[config.mk]
export PLATFORM = sky130hd
export DESIGN_NAME = spi_mnrch_xfer
export DESIGN_NICKNAME = d
export VERILOG_FILES = /design/src/rtl/spi_mnrch_pkg.sv /design/src/rtl/spi_mnrch_xfer.sv
export SDC_FILE = /design/constraint.sdc
export NUM_CORES = 1
export LEC_CHECK = 0
export ABC_AREA = 1
export BUFFER_PORTS_ARGS = -buffer_cell sky130_fd_sc_hd__buf_2
export CAP_MARGIN = 20
export CORE_AREA = 2 2 79 81
export DETAILED_ROUTE_END_ITERATION = 7
export DIE_AREA = 0 0 81 83
export HOLD_SLACK_MARGIN = 0.08
export PLACE_DENSITY = 0.48
export SLEW_MARGIN = 15
export SYNTH_ARGS = -nofsm -noshare
export SYNTH_HDL_FRONTEND = slang
export SYNTH_SLANG_ARGS = --single-unit
[constraint.sdc]
create_clock -name clk -period 4.35 [get_ports clk]
set_clock_uncertainty 0.1 [all_clocks]
set_input_delay 0.6525 -clock clk [delete_from_list [all_inputs] [get_ports clk]]
set_output_delay 0.6525 -clock clk [all_outputs]
set_load 0.05 [all_outputs]
[src/rtl/spi_mnrch_pkg.sv]
// spi_mnrch_pkg
// Shared types and constants for the 16-bit SPI monarch transaction engine.
//   state_e    : transaction FSM states (IDLE, FRONT, SHIFT, BACK)
//   SPI_LEN    : bits per transaction
//   cnt_width  : SCLK divider counter width for a given SCLK_DIV
package spi_mnrch_pkg;

  typedef enum logic [1:0] {
    IDLE  = 2'd0,
    FRONT = 2'd1,
    SHIFT = 2'd2,
    BACK  = 2'd3
  } state_e;

  localparam int SPI_LEN = 16;

  // SCLK_DIV is a power of two, so the divider is exactly log2 bits wide
  // and its MSB is a 50% duty SCLK.
  function automatic int cnt_width(input int div);
    return $clog2(div);
  endfunction

endpackage

[src/rtl/spi_mnrch_xfer.sv]
// spi_mnrch_xfer
// 16-bit SPI monarch (mode 3) transaction engine. A one-cycle wrt launches a
// transfer of cmd, shifted out MSB-first on MOSI while MISO is captured on
// SCLK rises. done pulses for one cycle when the 16-bit response is in
// rd_data.
//
// Ports:
//   clk      in   system clock
//   rst      in   synchronous active-high reset
//   wrt      in   one-cycle start strobe, cmd sampled in the same cycle
//   cmd      in   [15:0] word to transmit
//   MISO     in   serial data from sensor
//   SS_n     out  active-low slave select
//   SCLK     out  serial clock, idles high (divider counter MSB)
//   MOSI     out  serial data to sensor (shift register MSB)
//   done     out  one-cycle completion pulse
//   rd_data  out  [15:0] received word (shift register contents)
//   cmd_full out  command buffer occupied (only with SPI_MNRCH_XFER_QUEUE_EN)
//
// Build option: define SPI_MNRCH_XFER_QUEUE_EN to add a one-entry command
// buffer that accepts a wrt while busy and launches it right after done.
// Without it, wrt while busy is ignored and cmd_full does not exist.
//
// Parameter SCLK_DIV: clk cycles per SCLK period, power of two, >= 8.
module spi_mnrch_xfer
  import spi_mnrch_pkg::*;
#(
  parameter int SCLK_DIV = 32
) (
  input  logic        clk,
  input  logic        rst,
  input  logic        wrt,
  input  logic [15:0] cmd,
  input  logic        MISO,
  output logic        SS_n,
  output logic        SCLK,
  output logic        MOSI,
  output logic        done,
  output logic [15:0] rd_data
`ifdef SPI_MNRCH_XFER_QUEUE_EN
  ,
  output logic        cmd_full
`endif
);

  localparam int CW = cnt_width(SCLK_DIV);
  localparam int BW = $clog2(SPI_LEN + 1);

  localparam logic [CW-1:0] CNT_MAX   = {CW{1'b1}};
  localparam logic [CW-1:0] CNT_HALF  = CW'(SCLK_DIV / 2 - 1);
  localparam logic [CW-1:0] CNT_FRONT = CW'(3 * SCLK_DIV / 4 - 1);
  localparam logic [BW-1:0] LAST_BIT  = BW'(SPI_LEN - 1);

  state_e              r_state;
  logic [CW-1:0]       r_cnt;
  logic [BW-1:0]       r_bitcnt;
  logic [SPI_LEN-1:0]  r_shft;
  logic                r_shadow;
  logic                r_ss_n;
  logic                r_done;

  logic                w_launch;
  logic [SPI_LEN-1:0]  w_launch_word;

`ifdef SPI_MNRCH_XFER_QUEUE_EN
  logic                r_full;
  logic [SPI_LEN-1:0]  r_qcmd;

  // A buffered word only exists in IDLE during the done cycle; it takes
  // priority over an external wrt arriving in that same cycle.
  assign w_launch      = r_full | wrt;
  assign w_launch_word = r_full ? r_qcmd : cmd;

  always_ff @(posedge clk) begin
    if (rst) begin
      r_full <= 1'b0;
      r_qcmd <= '0;
    end else if (r_state == IDLE) begin
      if (r_full) begin
        // Buffered word launches now; a coincident wrt refills the buffer.
        if (wrt) r_qcmd <= cmd;
        else     r_full <= 1'b0;
      end
    end else if (wrt && !r_full) begin
      r_qcmd <= cmd;
      r_full <= 1'b1;
    end
  end

  assign cmd_full = r_full;
`else
  assign w_launch      = wrt;
  assign w_launch_word = cmd;
`endif

  always_ff @(posedge clk) begin
    if (rst) begin
      r_state  <= IDLE;
      r_cnt    <= CNT_MAX;
      r_bitcnt <= '0;
      r_shft   <= '0;
      r_shadow <= 1'b0;
      r_ss_n   <= 1'b1;
      r_done   <= 1'b0;
    end else begin
      r_done <= 1'b0;
      case (r_state)
        IDLE: begin
          r_cnt  <= CNT_MAX;
          r_ss_n <= 1'b1;
          if (w_launch) begin
            // Start three quarters into a period so SS_n leads the first
            // SCLK fall by a quarter period of setup.
            r_shft   <= w_launch_word;
            r_cnt    <= CNT_FRONT;
            r_ss_n   <= 1'b0;
            r_bitcnt <= '0;
            r_state  <= FRONT;
          end
        end

        FRONT: begin
          // First fall carries no shift: MOSI already holds cmd[15].
          r_cnt <= r_cnt + 1'b1;
          if (r_cnt == CNT_MAX) r_state <= SHIFT;
        end

        SHIFT: begin
          r_cnt <= r_cnt + 1'b1;
          if (r_cnt == CNT_HALF) begin
            // MISO held in a shadow bit until the following fall so MOSI
            // only ever moves on falling SCLK.
            r_shadow <= MISO;
            r_bitcnt <= r_bitcnt + 1'b1;
            if (r_bitcnt == LAST_BIT) r_state <= BACK;
          end
          if (r_cnt == CNT_MAX) r_shft <= {r_shft[SPI_LEN-2:0], r_shadow};
        end

        BACK: begin
          if (r_cnt == CNT_MAX) begin
            // Final shift without a fall: counter held so SCLK stays high.
            r_shft  <= {r_shft[SPI_LEN-2:0], r_shadow};
            r_ss_n  <= 1'b1;
            r_done  <= 1'b1;
            r_state <= IDLE;
          end else begin
            r_cnt <= r_cnt + 1'b1;
          end
        end

        default: r_state <= IDLE;
      endcase
    end
  end

  assign SS_n    = r_ss_n;
  assign SCLK    = r_cnt[CW-1];
  assign MOSI    = r_shft[SPI_LEN-1];
  assign done    = r_done;
  assign rd_data = r_shft;

endmodule

Word level (Yosys, flattened, before mapping) --
Index checks and enable logic that the tools add are counted.
Cells by class: $add $sub $neg 2, eq/ne operators 13, bitwise logic cells 1, mux-type cells 19, reduce and logical (&&, ||, !) cells 12
Operators with widths (count):
- $mux W16 | 2
- $pmux W16 S2 | 1
- $mux W5 | 3
- $pmux W5 S3 | 1
- $ne A2 B2 Y1 const B | 6
- $add A5 B1 Y5 const B | 2
- $eq A5 B4 Y1 const B | 2
- $mux W2 | 5
- $pmux W5 S2 | 1
- $pmux W2 S4 | 1
- $reduce_and A3 Y1 | 2
- $reduce_bool A2 Y1 | 3
- $reduce_or A2 Y1 | 3
- $eq A5 B5 Y1 const B | 1
- $reduce_and A5 Y1 | 1
- $eq A2 B2 Y1 const B | 2
- $mux W4 | 1
- $reduce_and A2 Y1 | 2
- $mux W1 | 3
- $eq A2 B1 Y1 const B | 1
- $logic_not A2 Y1 | 1
- $ne A2 B1 Y1 const B | 1
- $pmux W1 S2 | 1
- $not A1 Y1 | 1
Storage, ports and cells: bits in registers 31

Longest topological paths before layout --
Gate-level depths: netlist of the first run.
depth after elaboration 4, mapped depth 11, gate-level depth less buffers 11

Least setup slack after synthesis of the first run --
Ideal clock, no wire load.
path kind reg2reg, from reg r_cnt[0], to reg r_shft[10], in the netlist rd_data[10], buffers on the path 1, arrival 1.538 ns, path slack 2.599 ns, cell stages (with the launch flop) 11, cell sequence dfxtp_1 -> ha_1 -> inv_1 -> nor3_1 -> ha_1 -> inv_1 -> o21ai_1 -> nand3_4 -> buf_2 -> nor2_1 -> nor2_1
Between the ends: longest elaborated chain between the ends 3
RTL lines:
- from (decl) | line spi_mnrch_xfer.sv:55 | logic [CW-1:0] r_cnt;
- from (signal assigned) | line spi_mnrch_xfer.sv:124 | r_cnt <= r_cnt + 1'b1;
- from (signal assigned) | line spi_mnrch_xfer.sv:129 | r_cnt <= r_cnt + 1'b1;
- from (signal assigned) | line spi_mnrch_xfer.sv:148 | r_cnt <= r_cnt + 1'b1;
- $eq A5 B5 Y1 | line spi_mnrch_xfer.sv:137, spi_mnrch_xfer.sv:141
- $ne A2 B1 Y1 (no line)
- $reduce_and A3 Y1 (no line)
- to (signal assigned) | line spi_mnrch_xfer.sv:114 | r_shft <= w_launch_word;
- to (signal assigned) | line spi_mnrch_xfer.sv:137 | if (r_cnt == CNT_MAX) r_shft <= {r_shft[SPI_LEN-2:0], r_shadow};
- to (signal assigned) | line spi_mnrch_xfer.sv:143 | r_shft <= {r_shft[SPI_LEN-2:0], r_shadow};
- to (decl) | line spi_mnrch_xfer.sv:57 | logic [SPI_LEN-1:0] r_shft;
Every way passes these cells. A chain may end at the register's enable or synchronous reset.

Worst setup path after layout of the first run --
from reg r_state[0], to reg r_shft[14], in the netlist rd_data[14]
Between the ends: longest elaborated chain between the ends 4
RTL lines:
- from (decl) | line spi_mnrch_xfer.sv:54 | state_e r_state;
- from (signal assigned) | line spi_mnrch_xfer.sv:98 | r_state <= IDLE;
- from (signal assigned) | line spi_mnrch_xfer.sv:118 | r_state <= FRONT;
- from (signal assigned) | line spi_mnrch_xfer.sv:125 | if (r_cnt == CNT_MAX) r_state <= SHIFT;
- $eq A2 B2 Y1 | line spi_mnrch_xfer.sv:107 | case (r_state)
- $reduce_or A2 Y1 (no line)
- $ne A2 B1 Y1 (no line) / $reduce_bool A2 Y1 (equally long branches)
- $reduce_and A3 Y1 (no line)
Several ways; a longest one is shown, not always the timed one.

==> flow_summary.json, run 1 <==
{
  "crit-reg2reg-launch": "r_state[0]",
  "wl_met1_um": 1831,
  "rows": 28,
  "post_cts_resized": 0,
  "h-tree-depth": 2,
  "status": "completed",
  "synth_cell_types": 22,
  "dpl.hpwl_um": 2629,
  "grt_pass1_wl_um": 6113,
  "design.core.area_mm2": 0.005816,
  "finalPower_w": 0.001811,
  "vias": 1605,
  "synthTopCellsByArea": "dfxtp_1 (36%), nand2_1 (16%), nor2_1 (9.7%), inv_1 (8.6%), ha_1 (7.3%)",
  "firstDrtPassIters": 4,
  "die-area_mm2": 0.006723,
  "timing.rr.end": "rd_data[14]",
  "reg2reg_depth": 8,
  "layout-drive-gt1-share_pct": 16.94,
  "overflow": 0,
  "cp-end-kind": "register",
  "antenna_cells": 0,
  "reg2reg_slack_ns": 2.21,
  "cts_root_buffer": "clkbuf_8",
  "cts_setup_buffers": 0,
  "viasPerCell": 4.269,
  "synthFlopType": "dfxtp_1",
  "critPathArrivalTime_ns": 2.22,
  "synthArstFlopShare_pct": 0,
  "ctsHoldBuffers": 0,
  "gr-usage-all-layers_pct": 11.24,
  "fmax_ghz": 0.4666,
  "die_w_um": 81,
  "synthTopCellsByCount": "nand2_1 (75), nor2_1 (44), inv_1 (39)",
  "drcViolationCount": 0,
  "required_ns": 4.43,
  "dpl_cell_area_mm2": 0.001942,
  "nNetsFinal": 330,
  "start_util_pct": 29.39,
  "design_area_mm2": 0.002059,
  "finalWirelength_um": 3685,
  "syn_nets": 293,
  "max_slew_margin_pct": 47.68,
  "ant_nets": 0,
  "netlist_area_mm2": 0.001709,
  "area_growth_pct": 20.50,
  "min_path_type": "register to register",
  "drv_cap": 0,
  "fin_crit_ns": 2.143,
  "cpMaxStageDelayCell": "nor2_4",
  "yosysSeqAreaShare_pct": 36.31,
  "portBuffers": 39,
  "synth_top_area_share_pct": 36.31,
  "min_from": "r_shadow",
  "syn_inst": 263,
  "slew_viol_final": 0,
  "rsz0062_at_grt": "false",
  "crit_path_frequent_cell": "nand2_1",
  "ios": 40,
  "antenna_found_initial": 0,
  "hold_end": "r_shadow",
  "wl_per_cell_um": 9.801,
  "synth_edf_count": 0,
  "met2_length_um": 1564,
  "path_class": "register to register",
  "dr_wl_met3_um": 260,
  "ys_ff_latch": 31,
  "die_h_um": 83,
  "clock-sinks": 31,
  "yosysMostFrequentCell": "nand2_1",
  "cpPeakStageDelay_ns": 0.52,
  "power_density_mw_per_mm2": 879.4,
  "dr.first_iter.drc_count": 47,
  "p_leak_nw": 1.102,
  "clk_path_buf_depth": 2,
  "first_global_vias": 1430,
  "setup_viol": 0,
  "grt_max_degree": 34,
  "cts_buffers": 5,
  "tightest_slew_ns": 0.7799,
  "clk_latency_ns": 0.28,
  "cts.clk_slew.worst_paths_ns": 0.07,
  "hold_path_depth": 2,
  "syn_area_per_cell_um2": 6.499,
  "top_layer_used": "met4",
  "ir_drop_mv": 0.3854,
  "crit_chain": "inv_1 > ha_1 > nor2_4 > nand2_2 > nand3_4 > nand2_1 > nand2_1 > nor2_1",
  "synth_top_area_cell": "dfxtp_1",
  "fin_crit_sh_pct": 49.27,
  "crit_fanout": 33,
  "final.setup.tns_ns": 0,
  "tritoncts": "done",
  "hold_viol_final": 0,
  "yosysWarnings": 0,
  "gp_congestion": 0.7719,
  "crit_path_start_kind": "register"
}
==> report_power, final <==
part / leakage [nW] / total (W) / switching [W] / internal [W]
logic: 0.785 / 0.00105 / 0.000774 / 0.000280
registers: 0.256 / 0.000459 / 0.0000615 / 0.000398
clock network: 0.0612 / 0.000298 / 0.000112 / 0.000185
total: 1.10 / 0.00181 / 0.000948 / 0.000863
==> worst max-delay path, delay by kind of cell, from the launching register on <==
kind,cells,cell delay [ns]
simple gates,6,1.16
flops,1,0.36
fa+ha+maj,1,0.30
buf+inv,1,0.10
==> logic make-up (layout without fill, tap and decap cells) <==
family	count (synthesis)	after routing	share of synthesized area, %
AOI/OAI and AO/OA	36	36	11.13
and+or+nand+nor	137	137	33.16
buffers and inverters	49	87	12.08
DFF	31	31	36.31
adders and majority gates	10	10	7.321
==> routing by layer <==
metal  track usage (%)  up-vias
met4             3.236        0
met1             14.95      680
met3             3.696        4
li1                  -      884
met2             17.21       37
met5                 0        -
==> state kept, by name, indices dropped and copies added (netlist names) <==
| name | flops |
|---|---|
| SS_n | 1 |
| r_state | 2 |
| r_shadow | 1 |
| r_cnt | 5 |
| rd_data | 16 |
| r_bitcnt | 5 |
| done | 1 |
==> layout make-up <==
| class | count | area [um^2] |
|---|---|---|
| inverter | 40 | 150.1 |
| sequential | 31 | 620.6 |
| clock inverter | 2 | 35.03 |
| timing repair buffer | 39 | 195.2 |
| tap | 75 | 93.84 |
| fill | 677 | 3756 |
| clock buffer | 6 | 82.58 |
| multi-input combinational | 183 | 882.1 |
==> placed cells by master, fill, tap and decap left out, drive strengths merged <==
master and n:
dfxtp 31, clkinv 2, buf 39, ha 10
nand2 77, nor3b 1, o21ai 25, nand3 8
inv 39, a21oi 8, o2111ai 2, nor3 1
nor2 45, bufinv 1, nand4 5, clkbuf 6
a21o 1
==> stage by stage <==
stage / instances / utilization (%) / hold WS, ns / setup WS, ns
finish: 376 / 35.41 / 0.3578 / 2.207
global route: 376 / 35.41 / 0.3822 / 1.936
CTS: 376 / 35.41 / 0.3640 / 2.166
detailed placement: 368 / 33.39 / 0.3543 / 2.185
global placement: 368 / 33.39 / 0.3492 / 2.196
floorplan: 263 / - / 0.3302 / 2.599
==> worst max path at each step <==
stage                   to        from  cells after the start  slack (ns)
2_1_floorplan  rd_data[10]    r_cnt[0]                     10        2.60
3_3_place_gp    rd_data[8]    r_cnt[0]                      9        2.20
3_5_place_dp   rd_data[14]  r_state[0]                      8        2.19
4_1_cts        rd_data[14]  r_state[0]                      8        2.17
5_1_grt        rd_data[11]  r_state[0]                      8        1.94
6_report       rd_data[14]  r_state[0]                      8        2.21
Power figures use the tool's default switching activity.
==> inputs of run 2 (changes only) <==
Settings changed: ABC_AREA 1 to 0, CORE_AREA 2 2 79 81 to 2 2 82 84, DIE_AREA 0 0 81 83 to 0 0 84 86, PLACE_DENSITY 0.48 to 0.47.
Clock period 4.35 ns to 2 ns, I/O delays scaled along.
==> run 2 against run 1 <==
  * Sequential cell count is the same
  * Highest routed layer unchanged
  * Critical endpoint unchanged
  * Die area grew 7.5%
  * First-iteration DRC count grew 32%
  * Global-route usage grew 0.85 points
  * Clock-buffer cell count grew 2
  * Worst hold slack lost 0.21 ns
  * Final area grew 15%
  * Total power grew 110%
  * Non-clock buffer count grew 21
==> flow_summary.json, run 2 <==
{
  "status": "completed",
  "die_h_um": 86,
  "area_growth_pct": 28.99,
  "final.setup.tns_ns": 0,
  "fin_crit_ns": 1.934,
  "portBuffers": 39,
  "h-tree-depth": 2,
  "drv_cap": 0,
  "synthFlopType": "dfxtp_1",
  "die-area_mm2": 0.007224,
  "crit_fanout": 26,
  "finalHoldWorstSlack_ns": 0.1461,
  "synth_cell_types": 34,
  "cts_root_buffer": "clkbuf_8",
  "timing.rr.end": "rd_data[14]",
  "final_cells": 333,
  "yosysMostFrequentCell": "dfxtp_1",
  "ir_drop_mv": 0.8235,
  "syn_nets": 236,
  "synthArstFlopShare_pct": 0,
  "crit_chain": "inv_1 > ha_2 > buf_4 > or3b_2 > a21oi_1 > mux2_2",
  "layout_common_cells": "buf_2 (39), dfxtp_1 (30), a21oi_1 (21), nor2b_1 (19), buf_4 (19)",
  "dr.first_iter.drc_count": 62,
  "synthTopCellsByCount": "dfxtp_1 (31), a21oi_1 (21), nor2b_1 (19)",
  "synth_edf_count": 0,
  "antenna_found_initial": 0,
  "synth_top_area_share_pct": 33.67,
  "first_global_vias": 1496,
  "vias": 1571,
  "drcViolationCount": 0,
  "grt_max_degree": 45,
  "layout-drive-gt1-share_pct": 43.36,
  "cp-end-kind": "register",
  "start_util_pct": 29.36,
  "cts_buffers": 5,
  "clk_path_buf_depth": 2,
  "power_density_mw_per_mm2": 1573,
  "netlist_area_mm2": 0.001843,
  "slew_viol_final": 0,
  "crit_path_start_kind": "register",
  "clk_latency_ns": 0.29,
  "hold_path_depth": 3,
  "fin_crit_sh_pct": 96.69,
  "required_ns": 2.14,
  "numPlacedInstances": 323,
  "min_from": "MISO",
  "rows": 29,
  "nNetsFinal": 285,
  "tightest_slew_ns": 0.7647,
  "critPathArrivalTime_ns": 2.07,
  "ant_nets": 0,
  "yosysSeqAreaShare_pct": 33.67,
  "path_class": "register to register",
  "firstDrtPassIters": 4,
  "reg2reg_depth": 6,
  "clock-sinks": 31,
  "syn_inst": 206,
  "min_path_type": "primary input to register",
  "post-route-util_pct": 37.87,
  "antenna_cells": 0,
  "setup_viol": 0,
  "fmax_ghz": 0.5171,
  "gr-usage-all-layers_pct": 12.10,
  "cts.clk_slew.worst_paths_ns": 0.07,
  "syn_area_per_cell_um2": 8.947,
  "wl_per_cell_um": 12.48,
  "crit-reg2reg-launch": "r_state[0]",
  "yosysWarnings": 0,
  "rsz0062_at_grt": "true",
  "synth_top_area_cell": "dfxtp_1",
  "max_slew_margin_pct": 49.02,
  "ys_ff_latch": 31,
  "finalWirelength_um": 4157,
  "p_leak_nw": 1.055,
  "dpl.hpwl_um": 2887,
  "viasPerCell": 4.718,
  "ios": 40,
  "tritoncts": "done",
  "overflow": 0,
  "reg2reg_slack_ns": 0.07,
  "cpMaxStageDelayCell": "or3b_2",
  "hold_viol_final": 0,
  "hold_end": "r_shadow",
  "die_w_um": 84,
  "gp_congestion": 0.7260,
  "design.core.area_mm2": 0.006277,
  "layout_commonest_cell": "buf_2",
  "preCtsSetupSlack_ns": 0.004353,
  "worst_slack_ns": 0.06611,
  "cpPeakStageDelay_ns": 0.49,
  "grt_pass1_wl_um": 6975,
  "synthTopCellsByArea": "dfxtp_1 (34%), mux2_2 (9.8%), or3b_2 (7.6%), ha_1 (6.8%), nor2b_1 (6.4%)",
  "largest_reg_flops": 16
}
run 2: final cells by class:
type | count | area, um^2
repair buffers | 60 | 374.1
clock buffers | 8 | 100.1
well taps | 77 | 96.34
flip-flops and latches | 31 | 621.8
fillers | 658 | 3900
multi-input cells | 153 | 1170
inverters | 4 | 15.01
run 2: cells by family after synthesis:
family | share of synthesized area, %
mux | 11.41
flops | 33.67
simple gates | 25.46
fa+ha+maj | 6.789
compound gates | 17.04
buf+inv | 5.635
run 2: repair_timing:
action,CTS,global route
setup endpoints to repair,8,20
gates resized for setup,2,10
buffers inserted,0,1
gates cloned,0,1
hold endpoints to repair,0,0
pin swaps,0,1
hold buffers,0,0
run 2: worst max-delay path by stage:
stage | from | to | depth (start not counted)
after floorplan | r_cnt[0] | rd_data[10] | 7
after global placement | r_state[0] | rd_data[4] | 6
after detailed placement | r_cnt[0] | r_state[0] | 6
after CTS | r_state[0] | rd_data[4] | 6
after global routing | r_state[0] | rd_data[4] | 6
final | r_state[0] | rd_data[14] | 6
run 2: per-layer routing:
metal	GRT usage [%]	share of wire, %	up-vias
met5	0	0	-
met4	7.038	2.3	0
met3	2.406	3.5	8
met2	18.84	45	31
met1	15.60	49	708
li1	-	-	824
run 2: critical path: cells and delay by family (launching register included):
family | cells | cell delay (ns)
AO/OA/AOI/OAI | 1 | 0.16
AND/OR/NAND/NOR | 1 | 0.49
multiplexers | 1 | 0.17
flip-flops | 1 | 0.36
adder cells (fa/ha/maj) | 1 | 0.27
buffers and inverters | 2 | 0.33
run 2: where the power goes:
part / leakage, nW / internal (W) / switching, W
logic: 0.749 / 0.000956 / 0.00125
clock network: 0.0515 / 0.000314 / 0.000235
registers: 0.254 / 0.000837 / 0.000150
run 2: through the flow:
stage | power [W] | cell area, um^2
floorplan | 0.002462 | 1843
global placement | 0.003044 | 2201
detailed placement | 0.003035 | 2201
CTS | 0.003623 | 2308
global route | 0.003981 | 2377
finish | 0.003739 | 2377
==> inputs of run 3 (changes only) <==
Settings changed: CORE_AREA 2 2 82 84 to 2 2 94 73, DIE_AREA 0 0 84 86 to 0 0 96 75.
==> run 3 against run 2 <==
  * Non-clock buffer count fell by 7
  * Final cell count down 0.90%
  * Core utilization decreased by 1.1 points
  * Total power fell by 6.6%
  * Wire length shrank 1.6%
  * First-iteration DRC count grew 42%
  * Worst setup slack improved by 0.031 ns
  * Clock power shrank 14%
==> flow_summary.json, run 3 (same netlist as run 2, synthesis figures left out) <==
{
  "die-area_mm2": 0.007200,
  "path_buf_inv": 0,
  "critPathArrivalTime_ns": 2.00,
  "rsz0062_at_grt": "true",
  "ant_nets": 0,
  "timing.rr.end": "r_state[0]",
  "hold_viol_final": 0,
  "portBuffers": 39,
  "layout-drive-gt1-share_pct": 42.97,
  "cp-end-kind": "register",
  "gp_congestion": 0.7393,
  "cts.clk_slew.worst_paths_ns": 0.07,
  "status": "completed",
  "numPlacedInstances": 322,
  "min_from": "MISO",
  "setup_viol": 0,
  "reg2reg_depth": 6,
  "drcViolationCount": 0,
  "wl_per_cell_um": 12.39,
  "finalHoldWorstSlack_ns": 0.1637,
  "fin_crit_ns": 1.903,
  "grt_max_degree": 49,
  "path_class": "register to register",
  "slew_viol_final": 0,
  "antenna_cells": 0,
  "tightest_slew_ns": 0.8248,
  "crit-reg2reg-launch": "r_cnt[0]",
  "firstDrtPassIters": 4,
  "power_density_mw_per_mm2": 1525,
  "crit_path_start_kind": "register",
  "die_h_um": 75,
  "overflow": 0,
  "cpMaxStageDelayCell": "or4_4",
  "fmax_ghz": 0.5255,
  "fin_crit_sh_pct": 95.14,
  "dpl.hpwl_um": 2813,
  "first_global_vias": 1352,
  "layout_commonest_cell": "buf_2",
  "grt_pass1_wl_um": 6651,
  "p_leak_nw": 1.009,
  "critPathTopFamily": "simple AND/OR/NAND/NOR gates",
  "clk_path_buf_depth": 2,
  "gr-usage-all-layers_pct": 12.06,
  "nNetsFinal": 278,
  "layout_common_cells": "buf_2 (39), dfxtp_1 (30), a21oi_1 (21), nor2b_1 (19), o21ai_0 (17)",
  "ctsHoldBuffers": 0,
  "reg2reg_slack_ns": 0.1,
  "area_growth_pct": 24.24,
  "start_util_pct": 29.61,
  "ios": 40,
  "dr.first_iter.drc_count": 88,
  "cts_buffers": 5,
  "crit_chain": "ha_2 > and3_4 > ha_4 > o21ba_2 > or4_4 > a211oi_2",
  "die_w_um": 96,
  "finalWirelength_um": 4090,
  "cts_root_buffer": "clkbuf_8",
  "hold_end": "r_shadow",
  "nFillCells": 643,
  "antenna_found_initial": 0,
  "ir_drop_mv": 0.5400,
  "h-tree-depth": 2,
  "clock-sinks": 31,
  "design.core.area_mm2": 0.006225,
  "rows": 25,
  "final_cells": 330,
  "required_ns": 2.10,
  "cpPeakStageDelay_ns": 0.49,
  "largest_reg_flops": 16,
  "min_path_type": "primary input to register",
  "max_slew_margin_pct": 45.01,
  "hold_path_depth": 3,
  "drv_cap": 0,
  "crit_fanout": 3,
  "tritoncts": "done",
  "vias": 1548,
  "viasPerCell": 4.691,
  "clk_latency_ns": 0.28
}
[run 3: cell count changes in the layout (fill, tap and decap cells not counted), sizes merged]
| cell | previous run | this run |
|---|---|---|
| clkinv | 0 | 3 |
| buf | 59 | 53 |
| clkbuf | 9 | 5 |
[run 3: worst max-delay path by stage]
| stage | start | to | cells after the start |
|---|---|---|---|
| global placement | r_cnt[1] | r_state[0] | 6 |
| CTS | r_cnt[1] | r_state[0] | 6 |
| floorplan | r_cnt[0] | rd_data[10] | 7 |
| detailed placement | r_cnt[1] | r_state[0] | 6 |
| global route | r_state[0] | rd_data[2] | 5 |
| finish | r_cnt[0] | r_state[0] | 6 |
[run 3: where the power goes]
part           leakage (nW)  internal [W]  switching, W
Clock                0.0477      0.000238      0.000236
Combinational         0.707      0.000813       0.00122
Sequential            0.254      0.000837      0.000149
[run 3: worst reg2reg max path, cell delays in order, from the launching register on]
cell and delay [ns]:
dfxtp_1 0.34, ha_2 0.18, and3_4 0.20, ha_4 0.13, o21ba_2 0.16, or4_4 0.49
a211oi_2 0.22
[run 3: area by class of cell]
cell class / count / area, um^2 / area share (%)
timing repair buffer: 53 / 312.8 / 13.66
tap: 81 / 101.3 / 4.426
inverter: 4 / 15.01 / 0.6557
clock buffer: 5 / 68.82 / 3.005
multi-input combinational: 153 / 1155 / 50.44
clock inverter: 3 / 15.01 / 0.6557
sequential: 31 / 621.8 / 27.16
[run 3: through the flow]
stage                     power [W]  util (%)   TNS [ns]  area, um^2  setup WS, ns
after floorplan            0.002462         -          0        1843      0.001917
after global placement     0.002970     34.83          0        2168       0.07427
after detailed placement   0.002968     34.83          0        2168       0.01943
after CTS                  0.003461     36.18          0        2252      0.004161
after global routing       0.003745     36.78  -0.008560        2290     -0.003470
final                      0.003492     36.78          0        2290       0.09717
[run 3: layer usage]
metal | track usage [%] | share of wire [%] | up-vias
met5 | 0 | 0 | -
met4 | 3.810 | 0.54 | 0
met3 | 3.303 | 4.3 | 2
met2 | 16.28 | 41 | 31
met1 | 18.34 | 55 | 700
li1 | - | - | 815
[run 3: what timing repair did]
action                     4_1_cts  5_1_grt
resized for setup                0       11
setup endpoints to repair        0       21
setup buffers                    0        0
